### config.mk
export PLATFORM = sky130hd
export DESIGN_NAME = mean_frame_gatherer
export DESIGN_NICKNAME = d
export VERILOG_FILES = /design/src/rtl/mean_pkg.sv /design/src/rtl/mean_frame_gatherer.sv
export SDC_FILE = /design/constraint.sdc
export NUM_CORES = 1
export LEC_CHECK = 0
export ABC_AREA = 1
export CORE_ASPECT_RATIO = 1.2
export CORE_MARGIN = 2
export CORE_UTILIZATION = 33
export CTS_BUF_LIST = sky130_fd_sc_hd__clkbuf_2
export DETAILED_ROUTE_END_ITERATION = 10
export GPL_ROUTABILITY_DRIVEN = 1
export HOLD_SLACK_MARGIN = 0.05
export PLACE_DENSITY = 0.62
export SLEW_MARGIN = 10
export SYNTH_ARGS = -nofsm -noshare
export SYNTH_HDL_FRONTEND = slang
export SYNTH_SLANG_ARGS = --single-unit
### constraint.sdc
create_clock -name clk -period 1.7 [get_ports clk]
set_clock_uncertainty 0.15 [all_clocks]
set_input_delay 0.34 -clock clk [delete_from_list [all_inputs] [get_ports clk]]
set_output_delay 0.34 -clock clk [all_outputs]
set_load 0.01 [all_outputs]
### src/rtl/mean_pkg.sv
// Shared types for the mean datapath: sample width and sample type.
package mean_pkg;
  localparam int c_data_width = 16;
  typedef logic signed [c_data_width-1:0] t_data;
endpackage

### src/rtl/mean_frame_gatherer.sv
// Serial-to-parallel framer for the mean datapath: packs BUS_WIDTH samples per
// frame, checks alignment against s_last, discards malformed frames and resyncs.
module mean_frame_gatherer
  import mean_pkg::*;
#(
  parameter int BUS_WIDTH = 2,
  parameter int CNT_WIDTH = 16
) (
  input  logic                 clk,
  input  logic                 rst,
  input  logic                 i_flush,
  input  logic                 s_valid,
  input  t_data                s_data,
  input  logic                 s_last,
  output logic                 o_valid,
  output t_data                o_data [0:BUS_WIDTH-1],
  output logic                 o_err,
  output logic [CNT_WIDTH-1:0] o_frame_cnt
);

  localparam int IDX_W = (BUS_WIDTH > 1) ? $clog2(BUS_WIDTH) : 1;
  localparam logic [IDX_W-1:0] LAST_IDX = IDX_W'(BUS_WIDTH - 1);

  if (BUS_WIDTH < 1) begin : g_bad_bus_width
    $error("mean_frame_gatherer: BUS_WIDTH must be >= 1");
  end

  typedef enum logic {COLLECT, RESYNC} state_t;

  state_t           state, state_nxt;
  logic [IDX_W-1:0] idx, idx_nxt;
  logic             stage_wr;
  logic             frame_done;
  logic             frame_err;
  t_data            stage [0:BUS_WIDTH-1];

  always_comb begin
    state_nxt  = state;
    idx_nxt    = idx;
    stage_wr   = 1'b0;
    frame_done = 1'b0;
    frame_err  = 1'b0;
    if (i_flush) begin
      state_nxt = COLLECT;
      idx_nxt   = '0;
    end else if (s_valid) begin
      unique case (state)
        COLLECT: begin
          if (idx == LAST_IDX) begin
            idx_nxt = '0;
            if (s_last) begin
              frame_done = 1'b1;
            end else begin
              frame_err = 1'b1;
              state_nxt = RESYNC;
            end
          end else begin
            stage_wr = 1'b1;
            if (s_last) begin
              frame_err = 1'b1;
              idx_nxt   = '0;
            end else begin
              idx_nxt = idx + IDX_W'(1);
            end
          end
        end
        RESYNC: begin
          // Samples are dropped until a last marks the next frame boundary.
          if (s_last) begin
            state_nxt = COLLECT;
            idx_nxt   = '0;
          end
        end
        default: begin
          state_nxt = COLLECT;
          idx_nxt   = '0;
        end
      endcase
    end
  end

  // Output register stage: one cycle from completing sample to o_valid
  always_ff @(posedge clk or negedge rst) begin
    if (!rst) begin
      state       <= COLLECT;
      idx         <= '0;
      o_valid     <= 1'b0;
      o_err       <= 1'b0;
      o_frame_cnt <= '0;
      for (int i = 0; i < BUS_WIDTH; i++) o_data[i] <= '0;
    end else begin
      state   <= state_nxt;
      idx     <= idx_nxt;
      o_valid <= frame_done;
      o_err   <= frame_err;
      if (frame_done) begin
        o_frame_cnt <= o_frame_cnt + CNT_WIDTH'(1);
        for (int i = 0; i < BUS_WIDTH - 1; i++) o_data[i] <= stage[i];
        o_data[BUS_WIDTH-1] <= s_data;
      end
    end
  end

  // Staging buffer holds pure data; its contents only matter once idx says so.
  always_ff @(posedge clk) begin
    if (stage_wr) stage[idx] <= s_data;
  end

endmodule

==> results of run 1 <==
[area by class of cell]
type                       count  share of cell area (%)
timing repair buffer         111                   21.76
clock inverter                 7                   1.724
tap                          114                   3.709
multi-input combinational    199                   23.49
clock buffer                   9                   1.171
inverter                      18                   1.757
sequential                    68                   46.39
[metal layers]
| metal | part of all wire, % | vias to the layer above | track usage, % |
|---|---|---|---|
| met4 | 1.8 | 0 | 7.468 |
| met5 | 0 | - | 0 |
| met1 | 44 | 1054 | 18.92 |
| li1 | - | 1140 | - |
| met3 | 3.9 | 10 | 3.239 |
| met2 | 50 | 46 | 23.95 |
[state kept, by name, summed over array words and instances (netlist names)]
register and cells:
o_data 32, idx 1, stage 16, o_valid 1, o_err 1, state 1, o_frame_cnt 16
[cell families (layout without fill, tap and decap cells)]
logic type,Yosys count,in the layout,share of synthesized area (%)
AOI/OAI and AO/OA,6,6,1.156
xor gates and xnor gates,6,6,1.868
adders and majority gates,4,4,1.779
buffers and inverters,26,145,4.668
DFF,68,68,63.32
and+or+nand+nor,183,183,27.21
[placed cells by master, fill, tap and decap left out, drive strengths merged, types with 2 or more instances in the layout]
cell type and count:
nand2 144, dfrtp 52, nand3 9, clkdlybuf4s50 19, xor2 3, xnor2 3
ha 4, nor2 20, nand4 5, inv 19, clkinv 5, clkbuf 30
buf 59, a21oi 2, o21ai 3, clkdlybuf4s15 11, nand3b 3, edfxtp 16
[per-stage QoR]
stage	hold WS, ps	instance area [um^2]	worst slack [ps]	utilization [%]
final	181.7	3846	53.89	46.92
after global routing	185.9	3846	2.729	46.92
after CTS	149.7	3949	0.2847	48.17
after detailed placement	197.1	3729	-246.7	45.48
after global placement	180.3	3729	-199.6	45.48
after floorplan	-105.6	2816	106.7	-
[what timing repair did]
item                                    4_1_cts  5_1_grt
endpoints found under the hold margin        52        0
gates resized for setup                     131       30
endpoints found under the setup margin       50       31
setup buffers                                18        7
hold buffers                                  1        0
[report_power, final]
part | switching [mW] | leakage, nW | internal (mW)
Sequential | 0.190 | 0.825 | 2.01
Clock | 0.602 | 0.0735 | 0.336
Combinational | 0.602 | 1.08 | 0.592
[path summary, 6_finish.rpt]
path | endpoint | slack (ps) | depth (start not counted)
min | o_data[0] | 180 | 3
min in group clk | o_data[3] | 230 | 3
min reg2reg | o_data[16] | 310 | 2
max | o_data[16] | 50 | 1
max reg2reg | o_frame_cnt[10] | 150 | 7
max in group asynchronous | o_frame_cnt[2] | 800 | 3
==> flow_summary_export.csv, run 1 <==
group,metric,value,unit
synthesis,ys.warnings.count,0,
drt,dr.pass1.iters,4,
cells_and_area,drive_gt1_share,25.97,%
die,dieArea,9285,um^2
synthesis,yosysTopAreaCell,"dfrtp_1",
worst_setup_path,cp_data_arrival_time,1160,ps
synthesis,syn-num-nets,318,
global_routing,gr-total-overflow,0,
worst_setup_path,endpoint_kind,"primary output",
global_routing,antenna_found_initial,0,
min_path,min_path_type,"in2async",
pwr,ir_drop,0.0005508,V
pwr,finalPower,4.328,mW
synthesis,synth.ff_latch_count,68,
synthesis,syn_avg_cell_area,9.604,um^2
worst_setup_path,critPathBufInv,1,
drt,wl_per_cell,12.28,um
synthesis,ys_top_cells_by_area,"dfrtp_1 46%, nand2_1 19%, edfxtp_1 17%, inv_1 2.3%, nor2_1 2.0%",
die,start_util,34.33,%
die,pin_count,71,
die,dieWidth,88.30,um
die,die_h,105.2,um
placement,hpwl,4471,um
drt,drc,0,
worst_setup_path,r2r_start,"o_frame_cnt[0]",
placement,port_buffers,70,
sta,rsz0062_at_grt,"no",
worst_setup_path,crit_required,1210,ps
cells_and_area,nNetsFinal,432,
worst_setup_path,path_class,"reg2out",
clock_network,clk_latency,500,ps
clock_network,htreeDepth,3,
synthesis,synth_most_common_cell,"nand2_1",
sta,period_share,96.83,%
die,core,8198,um^2
worst_setup_path,cp_slowest_stage_delay,440,ps
run_status,status,"completed",
pwr,p_leak,1.976,nW
synthesis,ys_types,23,
sta,hold_viol_final,0,
run,cap_violations,0,
worst_setup_path,cp_top_family,"flip-flops",
global_routing,grt_pass1_vias,2230,
worst_setup_path,startpoint,"o_data[16]",
clock_network,cts_tree,"yes",
clock_network,cts_root_buffer,"clkbuf_2",
cells_and_area,fillers,850,
worst_setup_path,cp_cell_sequence,"clkdlybuf4s15_2",
sta,fin_crit,1646,ps
placement,gp_congestion,0.7739,
sta,maxSlewViolCount,0,
cells_and_area,seqCellArea,1784,um^2
cells_and_area,multi_input_area,903.4,um^2
clock_network,clk_pin_slew_worst_paths,210,ps
sta,slew_headroom,70.97,%
sta,tns,0,ps
cells_and_area,stdcell_count,526,
synthesis,synth_ff_type,"dfrtp_1",
synthesis,yosysSeqAreaShare,63.32,%
sta,tightest_slew,435.4,ps
sta,setup_viol,0,
placement,dp.cells,484,
global_routing,grt_max_degree,34,
synthesis,synth-edff-count,16,
sta,max_clock_freq,607.5,MHz
global_routing,grt_pass1_wl,10590,um
global_routing,grt_usage,15.01,%
worst_setup_path,worstSetupStartpointType,"flop",
synthesis,synth_area,2814,um^2
clock_network,max-clock-path-buffers,2,
pwr,powerDensity,1125,nW/um^2
die,row_count,36,
synthesis,async_reset_ff_share,76.47,%
clock_network,cts.sinks,68,
worst_setup_path,path_max_fanout,2,
drt,drt_iter0_drc,128,
cells_and_area,diodes,0,
clock_network,numCtsBuffers,9,
drt,vias,2250,
synthesis,yosysTopAreaCellShare,46.24,%
cells_and_area,area_growth,36.68,%
drt,viasPerCell,4.278,
synthesis,netlist_instances,293,
synthesis,synth_common_cells,"144 x nand2_1, 52 x dfrtp_1, 17 x inv_1",
worst_setup_path,crit_slowest_cell,"dfrtp_1",
drt,wl,6458,um
drt,antenna_left,0,
(Power assumes the default switching activity.)
==> run 2, diff against run 1 <==
Settings changed: CORE_UTILIZATION 33 to 46, PLACE_DENSITY 0.62 to 0.79, SLEW_MARGIN 10 to unset.
==> run 2 against run 1 <==
Critical path depth unchanged. Clock-buffer cell count is 2 higher. Sequential power about the same. Highest routed layer unchanged. Hold slack better by 33 ps. First-iteration DRC count rose by 36%. Die area shrank 27%. Largest cell class unchanged.
==> flow_summary_export.csv, run 2 (same netlist as run 1, synthesis figures left out) <==
group,metric,value,unit
pwr,finalPower,4.175,mW
cells_and_area,nNetsFinal,440,
sta,hold_slack,214.5,ps
drt,met2_length,3258,um
placement,place_area,3701,um^2
die,row_count,31,
drt,vias,2343,
drt,top_layer,"met4",
sta,tns,0,ps
clock_network,cts_tree,"yes",
drt,antenna_left,0,
cells_and_area,layout_commonest_cell,"nand2_1",
drt,met3_length,278,um
worst_setup_path,endpoint_kind,"primary output",
sta,max_clock_freq,614.3,MHz
drt,wl,6320,um
run_status,status,"completed",
sta,setup_viol,0,
die,dieArea,6762,um^2
min_path,min_path_type,"in2async",
worst_setup_path,r2r_end,"o_frame_cnt[8]",
global_routing,grt_pass1_wl,10250,um
clock_network,htreeDepth,3,
clock_network,cts_root_buffer,"clkbuf_2",
sta,fin_crit,1628,ps
worst_setup_path,reg2reg_depth,7,
worst_setup_path,crit_slowest_cell,"dfrtp_1",
clock_network,clk_pin_slew_worst_paths,190,ps
sta,period_share,95.76,%
cells_and_area,final_cell_mix,"144 x nand2_1, 50 x dfrtp_1, 45 x clkbuf_2, 45 x buf_4, 19 x clkdlybuf4s50_1",
global_routing,grt_pass1_vias,2246,
die,pin_count,71,
die,die_h,89.68,um
worst_setup_path,cp_cell_sequence,"clkdlybuf4s15_1",
drt,viasPerCell,4.677,
drt,drc,0,
global_routing,gr-total-overflow,0,
drt,dr.pass1.iters,5,
sta,hold_viol_final,0,
worst_setup_path,critPathBufInv,1,
worst_setup_path,cp_slowest_stage_delay,420,ps
cells_and_area,diodes,0,
cells_and_area,regMostFlops,"o_data",
pwr,p_leak,1.995,nW
cells_and_area,fin_util,64.77,%
clock_network,cts.sinks,68,
worst_setup_path,worstSetupStartpointType,"flop",
placement,gp_congestion,0.7896,
global_routing,grt_max_degree,53,
sta,maxSlewViolCount,0,
pwr,ir_drop,0.0006033,V
cells_and_area,drive_gt1_share,25.78,%
cells_and_area,fillers,533,
placement,port_buffers,70,
worst_setup_path,rrSetupSlack,100,ps
run,cap_violations,0,
worst_setup_path,cp_data_arrival_time,1140,ps
clock_network,max-clock-path-buffers,2,
die,dieWidth,75.40,um
worst_setup_path,cp_top_family,"flip-flops",
cells_and_area,area_growth,37.48,%
clock_network,numCtsBuffers,9,
cells_and_area,final_area,3869,um^2
die,start_util,47.11,%
worst_setup_path,path_class,"reg2out",
cells_and_area,largest_registers,"o_data: 32 flops, o_frame_cnt: 16 flops, stage: 16 flops",
placement,hpwl,4241,um
worst_setup_path,r2r_start,"o_frame_cnt[1]",
sta,rsz0062_at_grt,"no",
worst_setup_path,path_max_fanout,2,
global_routing,antenna_found_initial,0,
drt,wl_per_cell,12.61,um
worst_setup_path,crit_required,1210,ps
cells_and_area,largest_reg_flops,32,
clock_network,clk_latency,470,ps
pwr,powerDensity,1079,nW/um^2
die,core,5973,um^2
drt,drt_iter0_drc,174,
global_routing,grt_usage,20.28,%
sta,slew_headroom,79.26,%
drt,m1WireLength,2670,um
sta,tightest_slew,308.3,ps
-- run 2: cell count changes in the layout (fill, tap and decap cells not counted), sizes merged --
cell           previous run  this run
clkinv                    5         4
buf                      59        49
bufinv                    1         0
clkdlybuf4s15            11        16
inv                      19        18
clkbuf                   30        45
-- run 2: worst register-to-register path, delay by kind of cell, from the launching register on --
kind | cells | cell delay [ps]
flip-flops | 1 | 380
buffers and inverters | 2 | 230
AO/OA/AOI/OAI | 1 | 160
adder cells (fa/ha/maj) | 1 | 190
AND/OR/NAND/NOR | 3 | 390
-- run 2: stage by stage --
stage | setup WS [ps] | instances
6_report | 72.13 | 501
5_1_grt | 0.05196 | 501
4_1_cts | 0.8616 | 487
3_5_place_dp | -244.5 | 452
3_3_place_gp | -167.5 | 452
2_1_floorplan | 106.7 | 293
-- run 2: routing by layer --
metal	up-vias	GRT usage (%)
met3	15	5.692
met2	64	33.36
li1	1160	-
met1	1104	25.42
met5	-	0
met4	0	7.656
-- run 2: repair_timing --
| item | CTS | global route |
|---|---|---|
| pin swaps | 0 | 1 |
| buffers inserted | 19 | 14 |
| resized for setup | 59 | 80 |
| hold buffers | 1 | 0 |
| hold endpoints to repair | 52 | 0 |
| endpoints found under the setup margin | 50 | 52 |
-- run 2: worst max path at each step --
stage / cells after the start / slack [ps] / from / end
after floorplan: 3 / 110 / state / stage[0][0]
after global placement: 8 / -170 / s_last / o_frame_cnt[15]
after detailed placement: 7 / -240 / s_last / o_frame_cnt[8]
after CTS: 1 / 0.9 / o_frame_cnt[2] / o_frame_cnt[2]
after global routing: 1 / 0.05 / o_frame_cnt[11] / o_frame_cnt[11]
final: 1 / 70 / o_data[25] / o_data[25]
-- run 2: power breakdown --
| part | total (mW) | switching, mW | leakage [nW] | internal (mW) |
|---|---|---|---|---|
| Clock | 0.714 | 0.530 | 0.0566 | 0.184 |
| Sequential | 2.20 | 0.192 | 0.825 | 2.01 |
| Combinational | 1.26 | 0.617 | 1.11 | 0.647 |
| Total | 4.18 | 1.34 | 2.00 | 2.84 |
-- run 2: cell type report --
type | count | area [um^2] | area share [%]
Tap cell | 82 | 102.6 | 2.652
Sequential cell | 68 | 1784 | 46.12
Clock buffer | 11 | 55.05 | 1.423
Timing Repair Buffer | 119 | 933.4 | 24.13
Clock inverter | 4 | 17.52 | 0.4528
Inverter | 18 | 67.56 | 1.746
Multi-Input combinational cell | 199 | 908.4 | 23.48
==> run 3, diff against run 2 <==
Settings changed: CORE_MARGIN 2 to 5, CORE_UTILIZATION 46 to 32, PLACE_DENSITY 0.79 to unset, TNS_END_PERCENT set to 30.
==> run 3 against run 2 <==
Global-route usage shrank 6.3 points. Worst setup slack gained 44 ps. Hold slack gained 7.0 ps. Total power grew 4.2%. Sequential cell count is the same. Register-to-register slack gained 50 ps. Cell count grew 4.4%. First-iteration DRC count shrank 44%. Sequential share of layout area grew 0.90 points. Via count shrank 4.1%. Largest power group unchanged.
==> flow_summary_export.csv, run 3 (same netlist as run 1, synthesis figures left out) <==
group,metric,value,unit
global_routing,gr-total-overflow,0,
worst_setup_path,cp_cell_sequence,"buf_2",
sta,rsz0062_at_grt,"no",
pwr,ir_drop,0.0005491,V
cells_and_area,final_area,3792,um^2
die,die_h,112.7,um
worst_setup_path,worstSetupStartpointType,"flop",
worst_setup_path,crit_slowest_cell,"dfrtp_2",
die,start_util,32.86,%
worst_setup_path,cp_data_arrival_time,1090,ps
placement,gp_congestion,0.8176,
drt,wl_per_cell,12.99,um
clock_network,cts.sinks,68,
placement,port_buffers,70,
die,dieWidth,95.61,um
run,cap_violations,0,
clock_network,cts_root_buffer,"clkbuf_2",
drt,drt_iter0_drc,97,
drt,viasPerCell,4.298,
worst_setup_path,crit_required,1210,ps
worst_setup_path,critPathBufInv,1,
cells_and_area,final_cell_mix,"144 x nand2_1, 51 x dfrtp_1, 39 x clkbuf_2, 30 x buf_4, 21 x buf_2",
sta,tightest_slew,363.8,ps
global_routing,grt_max_degree,46,
drt,vias,2248,
cells_and_area,drive_gt1_share,27.09,%
cells_and_area,layout_commonest_cell,"nand2_1",
sta,setup_viol,0,
clock_network,numCtsBuffers,9,
clock_network,max-clock-path-buffers,2,
placement,hpwl,4781,um
placement,dpl_worst_slack,-240.2,ps
pwr,p_leak,1.958,nW
die,row_count,37,
sta,period_share,93.14,%
sta,fin_crit,1583,ps
placement,place_area,3760,um^2
sta,fin_ws,116.6,ps
pwr,p_int,2.978,mW
global_routing,antenna_found_initial,0,
pwr,p_seq_share,50.4,%
cells_and_area,largest_registers,"o_data: 32 flops, o_frame_cnt: 16 flops, stage: 16 flops",
worst_setup_path,reg2reg_depth,7,
worst_setup_path,r2r_start,"o_frame_cnt[1]",
worst_setup_path,r2r_end,"o_frame_cnt[10]",
worst_setup_path,path_max_fanout,2,
sta,max_clock_freq,631.5,MHz
placement,dp.cells,489,
cells_and_area,diodes,0,
cells_and_area,nNetsFinal,426,
min_path,min_path_type,"in2async",
sta,maxSlewViolCount,0,
sta,slew_headroom,75.67,%
cells_and_area,seqCellArea,1783,um^2
cells_and_area,regMostFlops,"o_data",
global_routing,grt_usage,14.01,%
worst_setup_path,cp_top_family,"flip-flops",
die,core,8564,um^2
sta,hold_slack,221.4,ps
global_routing,grt_pass1_vias,2401,
clock_network,htreeDepth,3,
pwr,powerDensity,1148,nW/um^2
run_status,status,"completed",
cells_and_area,multi_input_area,908.4,um^2
clock_network,cts_tree,"yes",
sta,hold_viol_final,0,
clock_network,clk_latency,480,ps
sta,tns,0,ps
worst_setup_path,endpoint_kind,"primary output",
cells_and_area,largest_reg_flops,32,
global_routing,grt_pass1_wl,11630,um
pwr,combPwrFrac,24.7,%
cells_and_area,fillers,885,
worst_setup_path,path_class,"reg2out",
pwr,finalPower,4.352,mW
die,dieArea,10780,um^2
pwr,clockPowerShare,24.9,%
cells_and_area,fin_util,44.28,%
die,pin_count,71,
pwr,power_switching,1.374,mW
cells_and_area,stdcell_count,523,
drt,antenna_left,0,
clock_network,clk_pin_slew_worst_paths,210,ps
worst_setup_path,rrSetupSlack,150,ps
drt,drc,0,
pwr,p_sw_share,31.58,%
drt,dr.pass1.iters,4,
drt,wl,6795,um
cells_and_area,area_growth,34.77,%
worst_setup_path,cp_slowest_stage_delay,460,ps
run 3: final cells by class:
type	instances	area share [%]
Clock inverter	7	2.408
Sequential cell	68	47.01
Timing Repair Buffer	105	19.80
Clock buffer	9	1.188
Tap cell	117	3.860
Inverter	18	1.782
Multi-Input combinational cell	199	23.95
run 3: worst max path at each step:
stage          cells after the start               to           start  slack, ps
5_1_grt                            1   o_frame_cnt[2]  o_frame_cnt[2]         20
3_3_place_gp                       7  o_frame_cnt[10]          s_last       -220
3_5_place_dp                       7  o_frame_cnt[10]          s_last       -240
2_1_floorplan                      3      stage[0][0]           state        110
6_report                           1   o_frame_cnt[2]  o_frame_cnt[2]        120
4_1_cts                            1        o_data[1]       o_data[1]        0.6
run 3: power by group through the flow:
stage          Sequential [mW]  Combinational (mW)  Clock, mW
6_report                  2.19                1.08       1.08
5_1_grt                   2.24                1.21       1.20
4_1_cts                   2.20                1.23       1.12
3_5_place_dp              2.26                1.29          0
3_3_place_gp              2.26                1.27          0
2_1_floorplan             2.37               0.332          0
run 3: per-layer routing:
metal / up-vias / global-route usage, % / wire, um
met2: 55 / 23.75 / 3466
met1: 1052 / 16.52 / 2860
met3: 11 / 3.191 / 315
li1: 1130 / - / -
met4: 0 / 6.641 / 153
met5: - / 0 / 0
run 3: tightest hold or removal path: stages:
cell and delay (ps):
dlygate4sd3_1 540, buf_2 150, buf_12 240
run 3: what timing repair did:
action | in CTS | in global routing
gates resized for setup | 131 | 43
buffers inserted | 14 | 2
hold buffers | 2 | 0
endpoints found under the hold margin | 52 | 0
endpoints found under the setup margin | 50 | 42
